<file path="src/rtl/fft_pkg.sv">
// rtl/fft_pkg.sv - shared constants, sample record and feeder state encoding
package fft_pkg;

  localparam int FRAME_LEN = 16;
  localparam int SAMPLE_W  = 16;
  localparam int IDX_W     = 4;

  typedef enum logic [2:0] {
    ST_IDLE = 3'b001,
    ST_SEND = 3'b010,
    ST_PAD  = 3'b100
  } feeder_state_t;

  typedef struct packed {
    logic [SAMPLE_W-1:0] re;
    logic [SAMPLE_W-1:0] im;
    logic                last;
  } sample_t;

  localparam int SAMPLE_BITS = $bits(sample_t);

endpackage

</file>
<file path="src/rtl/sample_fifo.sv">
// rtl/sample_fifo.sv - synchronous FIFO with occupancy count, head read straight from storage
module sample_fifo #(
  parameter int WIDTH = 33,
  parameter int DEPTH = 8
) (
  input  logic                   clk,
  input  logic                   reset,
  input  logic                   wr_en,
  input  logic [WIDTH-1:0]       wr_data,
  input  logic                   rd_en,
  output logic [WIDTH-1:0]       rd_data,
  output logic [$clog2(DEPTH):0] count,
  output logic                   full,
  output logic                   empty
);

  localparam int PTR_W = $clog2(DEPTH);

  logic [WIDTH-1:0] mem [DEPTH];
  logic [PTR_W-1:0] wr_ptr;
  logic [PTR_W-1:0] rd_ptr;
  logic             wr_ok;
  logic             rd_ok;

  assign full    = (count == (PTR_W+1)'(DEPTH));
  assign empty   = (count == '0);
  assign wr_ok   = wr_en && !full;
  assign rd_ok   = rd_en && !empty;
  assign rd_data = mem[rd_ptr];

  always_ff @(posedge clk or negedge reset) begin
    if (!reset) begin
      wr_ptr <= '0;
      rd_ptr <= '0;
      count  <= '0;
    end else begin
      if (wr_ok) wr_ptr <= wr_ptr + 1'b1;
      if (rd_ok) rd_ptr <= rd_ptr + 1'b1;
      case ({wr_ok, rd_ok})
        2'b10:   count <= count + 1'b1;
        2'b01:   count <= count - 1'b1;
        default: count <= count;
      endcase
    end
  end

  // Storage is not reset; only entries below count are ever presented.
  always_ff @(posedge clk) begin
    if (wr_ok) mem[wr_ptr] <= wr_data;
  end

endmodule

</file>
<file path="src/rtl/fft_in_feeder.sv">
// rtl/fft_in_feeder.sv - buffers upstream samples and drives the FFT core push/stall port
// Optional zero padding of short frames: FFT_FEEDER_ZERO_PAD_EN.
module fft_in_feeder #(
  parameter int DEPTH     = 8,
  parameter int FRAME_LEN = fft_pkg::FRAME_LEN
) (
  input  logic                         clk,
  input  logic                         reset,
  input  logic                         s_valid,
  output logic                         s_ready,
  input  logic [fft_pkg::SAMPLE_W-1:0] s_real,
  input  logic [fft_pkg::SAMPLE_W-1:0] s_imag,
  input  logic                         s_last,
  output logic                         in_push,
  output logic [fft_pkg::SAMPLE_W-1:0] in_real,
  output logic [fft_pkg::SAMPLE_W-1:0] in_imag,
  input  logic                         in_stall,
  output logic [fft_pkg::IDX_W-1:0]    sample_idx,
  output logic                         frame_done,
  output logic [7:0]                   frame_count,
  output logic                         frame_err
);

  import fft_pkg::*;

  localparam int                CNT_W    = $clog2(DEPTH) + 1;
  localparam logic [IDX_W-1:0]  LAST_IDX = IDX_W'(FRAME_LEN - 1);

  feeder_state_t    state;
  feeder_state_t    state_nxt;
  sample_t          wr_sample;
  sample_t          head;
  logic [CNT_W-1:0] fifo_count;
  logic [CNT_W-1:0] count_nxt;
  logic             fifo_full;
  logic             fifo_empty;
  logic             wr;
  logic             pop;
  logic             xfer;
  logic             at_last_idx;

  assign wr          = s_valid && s_ready && !fifo_full;
  assign xfer        = in_push && !in_stall;
  assign pop         = xfer && (state == ST_SEND) && !fifo_empty;
  assign at_last_idx = (sample_idx == LAST_IDX);
  assign wr_sample   = '{re: s_real, im: s_imag, last: s_last};

  sample_fifo #(
    .WIDTH (SAMPLE_BITS),
    .DEPTH (DEPTH)
  ) u_fifo (
    .clk     (clk),
    .reset   (reset),
    .wr_en   (wr),
    .wr_data (wr_sample),
    .rd_en   (pop),
    .rd_data (head),
    .count   (fifo_count),
    .full    (fifo_full),
    .empty   (fifo_empty)
  );

  always_comb begin
    count_nxt = fifo_count;
    if (wr && !pop)      count_nxt = fifo_count + 1'b1;
    else if (pop && !wr) count_nxt = fifo_count - 1'b1;
  end

  always_comb begin
    state_nxt = state;
    in_push   = 1'b0;
    case (state)
      ST_IDLE: begin
        if (wr) state_nxt = ST_SEND;
      end
      ST_SEND: begin
        in_push = 1'b1;
        if (pop && (fifo_count == CNT_W'(1)) && !wr) state_nxt = ST_IDLE;
`ifdef FFT_FEEDER_ZERO_PAD_EN
        if (pop && head.last && !at_last_idx) state_nxt = ST_PAD;
`endif
      end
`ifdef FFT_FEEDER_ZERO_PAD_EN
      ST_PAD: begin
        in_push = 1'b1;
        if (xfer && at_last_idx) state_nxt = (count_nxt != '0) ? ST_SEND : ST_IDLE;
      end
`endif
      default: state_nxt = ST_IDLE;
    endcase
  end

  // Outside SEND the core sees zeros, which doubles as the padding value.
  assign in_real = (state == ST_SEND) ? head.re : '0;
  assign in_imag = (state == ST_SEND) ? head.im : '0;

  always_ff @(posedge clk or negedge reset) begin
    if (!reset) begin
      state       <= ST_IDLE;
      s_ready     <= 1'b0;
      sample_idx  <= '0;
      frame_done  <= 1'b0;
      frame_count <= '0;
      frame_err   <= 1'b0;
    end else begin
      state      <= state_nxt;
      s_ready    <= (count_nxt < CNT_W'(DEPTH));
      frame_done <= xfer && at_last_idx;
      if (xfer) sample_idx <= sample_idx + 1'b1;
      if (xfer && at_last_idx) frame_count <= frame_count + 1'b1;
      if (pop && at_last_idx && !head.last) frame_err <= 1'b1;
`ifndef FFT_FEEDER_ZERO_PAD_EN
      if (pop && head.last && !at_last_idx) frame_err <= 1'b1;
`endif
    end
  end

endmodule

</file>
<file path="config.mk">
export PLATFORM = sky130hd
export DESIGN_NAME = fft_in_feeder
export DESIGN_NICKNAME = d
export VERILOG_FILES = /design/src/rtl/fft_pkg.sv /design/src/rtl/sample_fifo.sv /design/src/rtl/fft_in_feeder.sv
export SDC_FILE = /design/constraint.sdc
export NUM_CORES = 1
export LEC_CHECK = 0
export BUFFER_PORTS_ARGS = -buffer_cell sky130_fd_sc_hd__buf_2
export CAP_MARGIN = 20
export CORE_UTILIZATION = 50
export CTS_CLUSTER_DIAMETER = 150
export DETAILED_ROUTE_END_ITERATION = 10
export PLACE_DENSITY = 0.68
export SYNTH_ARGS = -nofsm -noshare
export SYNTH_HDL_FRONTEND = slang
export SYNTH_HIERARCHICAL = 1
export SYNTH_SLANG_ARGS = --single-unit
</file>
<file path="constraint.sdc">
create_clock -name clk -period 4.9 [get_ports clk]
set_input_delay 0.735 -clock clk [delete_from_list [all_inputs] [get_ports clk]]
set_output_delay 0.735 -clock clk [all_outputs]
set_load 0.02 [all_outputs]
</file>
After elaboration in Yosys (flattened, before gate mapping). Memory sizes are Yosys's and may differ from the RTL's. Index checks and enable logic that the tools add are counted.

Flip-flop bits (word level): 28. RAM bits: 264. Input bits: 37. Output and inout port bits: 48. Logic and storage cells: 66. Memories: 1.

$add $sub $neg: 6. Order comparisons: 1. Equality and inequality tests: 9. Mux-type cells: 13. Reduce and logical (&&, ||, !) cells: 27.

Memories: u_fifo.mem (words 8, bits a word 33, rd ports 1, clocked after memory_dff 0, write ports 1, RTL line sample_fifo.sv:19) `logic [WIDTH-1:0] mem [DEPTH];`.

Operators by type and width (number): 16-bit two-way mux (2); 1-bit logical AND (16); 4-bit by 1-bit adder with 4-bit output, second input constant (2); 8-bit by 1-bit adder with 8-bit output, second input constant (1); 4-bit == test, second input constant (2); 4-bit two-way mux (2); 4-bit one-hot mux with 2 select lines (1); 1-bit zero test (7); 3-bit by 1-bit adder with 3-bit output, second input constant (2); 3-bit two-way mux (2); 3-bit one-hot mux with 2 select lines (1); 1-bit two-way mux (5); 4-bit by 1-bit == test with 1-bit output, second input constant (1); 4-bit zero test (1); 4-bit < comparator, second input constant (1); 2-bit nonzero test (2); 4-bit by 1-bit subtractor with 4-bit output, second input constant (1); 3-bit by 1-bit == test with 1-bit output, second input constant (1); 3-bit by 2-bit == test with 1-bit output, second input constant (1); 2-bit by 1-bit == test with 1-bit output, second input constant (1); 2-bit == test, second input constant (1); 2-bit by 1-bit inequality test with 1-bit output, second input constant (1); 2-bit inequality test, second input constant (1); 2-bit AND reduction (1).

Logic depth before layout (Yosys ltp).
Depth in word-level cells: 9. Gate-level depth with buffers: 10. Depth with buffers taken out: 10.

Cells and area by module. Netlist, hierarchy kept.

Modules (own cells, without submodules): sample_fifo (times used 1, cells an instance 449, area an instance 10677.7 um^2, seq. area each 8177.8 um^2); fft_in_feeder (times used 1, cells an instance 96, area an instance 985.9 um^2, seq. area each 426.7 um^2).

Worst setup path after synthesis. OpenSTA, ideal clock, no wires.

Kind: reg-to-reg. Start point: register u_fifo.count[3]. End point: memory u_fifo.mem[1][0] (enable). Library setup time: 464 ps. Data arrival time: 3456 ps. Data required time: 4436 ps. Setup slack: 980 ps. Stages on the path, launching flop included: 7. Buffers on the path: 0. Period minus slack after synthesis: 3920 ps. Path through: dfrtp_1 > or4b_4 > inv_1 > nand3b_1 > inv_1 > nand3_1 > nor3_1.

Word-level cells in the longest chain between the ends: 6.

Ends and longest elaborated chain: start, declared (RTL line sample_fifo.sv:12) `output logic [$clog2(DEPTH):0] count,`; start signal, assigned (RTL line sample_fifo.sv:40) `2'b10: count <= count + 1'b1;`; start signal, assigned (RTL line sample_fifo.sv:41) `2'b01: count <= count - 1'b1;`; start signal, assigned (RTL line sample_fifo.sv:42) `default: count <= count;`; 4-bit == test (RTL line sample_fifo.sv:25) `assign full = (count == (PTR_W+1)'(DEPTH));`; via fifo_full (RTL line fft_in_feeder.sv:35) `logic fifo_full;`; 1-bit zero test (RTL line fft_in_feeder.sv:42) `assign wr = s_valid && s_ready && !fifo_full;`; 1-bit logical AND (RTL line fft_in_feeder.sv:42); via wr (RTL line fft_in_feeder.sv:37) `logic wr;`; 1-bit logical AND (RTL line sample_fifo.sv:27) `assign wr_ok = wr_en && !full;`; 1-bit two-way mux (RTL line sample_fifo.sv:49) `if (wr_ok) mem[wr_ptr] <= wr_data;`; 1-bit two-way mux (implied by the code) (RTL line sample_fifo.sv:49); end, declared (RTL line sample_fifo.sv:19).

The timed path passes the listed nets, and every way through them passes these cells.

==> out/metrics.csv <==
stage;metric;value;unit
status;status;complete, no violations;
setup_path;rrSetupSlack;1.48;ns
drt;drt_iter0_markers;247;
power;power_density;565.0;nW/um^2
sta;max_slew.worst_pin.slew;0.9643;ns
synthesis;synthFlopType;edfxtp_1;
global_routing;grt_pass1_wl;33950;um
final_layout;finish.net_count;700;
drt;topRoutingLayerUsed;met5;
setup_path;crit_fanout;42;
job;maxCapViolCount;0;
synthesis;yosys.area.top_type;edfxtp_1;
setup_path;critical_path_class;flip-flop to output port;
synthesis;yosysUniqueCellTypes;43;
setup_path;endpoint_kind;output port;
floorplan;core;22780;um^2
sta;rsz0062_at_grt;false;
global_routing;antenna_found_initial;1;
clock_network;cts_resized;0;
synthesis;synth_area_leaders;edfxtp_1 68%, mux4_2 13%, dfrtp_1 5.6%, mux2_4 3.0%, and2_1 1.7%;
final_layout;area_delta_synth_final;16.80;%
floorplan;start_util;0.5121;
drt;drt-pass1-iter-count;4;
clock_network;cts-buffers-inserted;30;
sta;finalCriticalPeriod;3.858;ns
sta;relSlewSlack;0.3556;
global_routing;grt_pass1_vias;5835;
worst_hold_path;hp-class;input pin to async pin;
clock_network;clock_path_buffers;3;
floorplan;die_w;154.7;um
sta;hold_viol;0;
sta;finalWorstSetupSlack;1.042;ns
synthesis;synth_edf_count;264;
setup_path;critPathArrivalTime;3.12;ns
drt;wl_met1;9217;um
sta;clock.fmax;259.2;MHz
power;ir_worst_vdd;0.0004076;V
synthesis;yosys.area.top_type_share;0.6797;
synthesis;seq_area_frac_synth;0.7377;
place;place_hpwl;12850;um
drt;routed_wl;22210;um
drt;met3_wirelength;1752;um
global_routing;track_usage;0.1920;
final_layout;drive_above_1_share;0.4050;
floorplan;io-pin-count;85;
power;p_leak;4.739;nW
drt;dr_wl_met2;10950;um
synthesis;yosys_warnings;6;
setup_path;crit_required;4.16;ns
final_layout;most-common-layout-cells;264 x edfxtp_1, 84 x buf_2, 66 x mux4_2;
sta;skew;0.01350;ns
clock_network;clk_latency;0.54;ns
clock_network;cts_tree;yes;
place;gp_congestion;0.6847;
synthesis;syn_area;11660;um^2
synthesis;synthCells;545;
clock_network;clock-sinks;291;
global_routing;grt_max_degree;43;
synthesis;syn_avg_cell_area;21.40;um^2
global_routing;overflow;0;
clock_network;cts.clk_slew.worst_paths;0.06;ns
place;numPortBuffers;84;
sta;setup_tns;0;ns
sta;slew_violations;0;
drt;vias;5507;
floorplan;rows;55;
clock_network;h-tree-depth;1;
final_layout;mostFrequentLayoutCell;edfxtp_1;
clock_network;postCtsSetupRepairBufs;0;
synthesis;ys_ff_latch;291;
place;dp_slack;1.520;ns
drt;vias_per_cell;5.540;
drt;wl_per_cell;22.34;um
clock_network;cts-root-buf;clkbuf_16;
clock_network;postCtsHoldBufs;0;
drt;ant_nets;0;
floorplan;die_y;154.7;um
synthesis;synthArstFlopShare;0.09278;
floorplan;die_area;23940;um^2
sta;fin_crit_sh;0.7874;
sta;setup_viol;0;
drt;route.detailed.drc;0;
synthesis;synth_nets;590;
setup_path;critPathLaunchType;flip-flop;
==> flip-flops by register name (all words and copies together), names as in the netlist <==
register and flops:
u_fifo/mem 264, frame_count 8, sample_idx 4, u_fifo/count 4
u_fifo/rd_ptr 3, u_fifo/wr_ptr 3, state 2, frame_done 1
frame_err 1, s_ready 1
==> layout make-up <==
type	count	area (um^2)
clock inverters	25	320.3
fillers	1611	9155
multi-input cells	222	2914
well taps	313	391.6
clock buffers	31	775.7
repair buffers	101	571.8
inverters	9	33.78
diodes	2	5.005
flip-flops and latches	291	8611
==> cell families (layout without fill, tap and decap cells) <==
family,count (synthesis),after routing,share of synthesized area
compound gates,10,10,0.007081
mux,104,104,0.1714
xor+xnor,18,18,0.01352
other cells,0,2,0
fa+ha+maj,8,8,0.009225
simple gates,82,82,0.04387
buf+inv,32,166,0.01716
flops,291,291,0.7377
==> per-layer routing <==
layer,GRT usage,vias up
met2,0.3254,206
met4,0.04479,2
met1,0.2573,2836
met5,0,-
met3,0.03923,28
li1,-,2435
==> worst max-delay path: stages (launching register included) <==
cell and delay [ns]:
dfrtp_4 0.98, buf_4 0.44, mux4_2 0.55, mux2_4 0.28, and2_1 0.15, buf_2 0.16
==> report_power, final <==
part           total [mW]  internal (mW)  switching (mW)
clock                2.46           1.52           0.931
sequential           3.43           3.08           0.352
combinational        1.81           1.01           0.796
total                7.70           5.62            2.08
==> stage by stage <==
stage	cells	power [mW]	cell area (um^2)	utilization	hold WS [ns]
6_report	994	7.696	13620	0.5981	0.2036
5_1_grt	992	8.016	13620	0.5979	0.2441
4_1_cts	992	7.783	13620	0.5979	0.2152
3_5_place_dp	936	5.312	12520	0.5497	0.4589
3_3_place_gp	934	5.238	12500	0.5486	0.4581
2_1_floorplan	545	4.839	11660	-	0.4394
==> cell usage after synthesis, types with 6 or more instances <==
library cell  count
and2_1           32
buf_2             6
clkbuf_1          8
dfrtp_1          26
edfxtp_1        264
ha_1              7
inv_1             9
mux2_2           14
mux2_4           23
mux4_2           66
nand2_1           9
nand3_1           7
nand4_1           6
nor2_1            8
xnor2_1          14
==> worst paths after layout <==
kind,start,to,depth (start not counted)
setup reg to reg,u_fifo/count[0],u_fifo/count[3],10
max in group asynchronous,reset,u_fifo/rd_ptr[0],1
hold reg to reg,frame_count[7],frame_count[7],1
min in group clk,s_real[9],u_fifo/mem[4][26],1
setup / recovery,u_fifo/rd_ptr[0],in_imag[11],5
hold / removal,reset,u_fifo/count[3],1
Note: power is estimated with default switching activity, not from simulation.
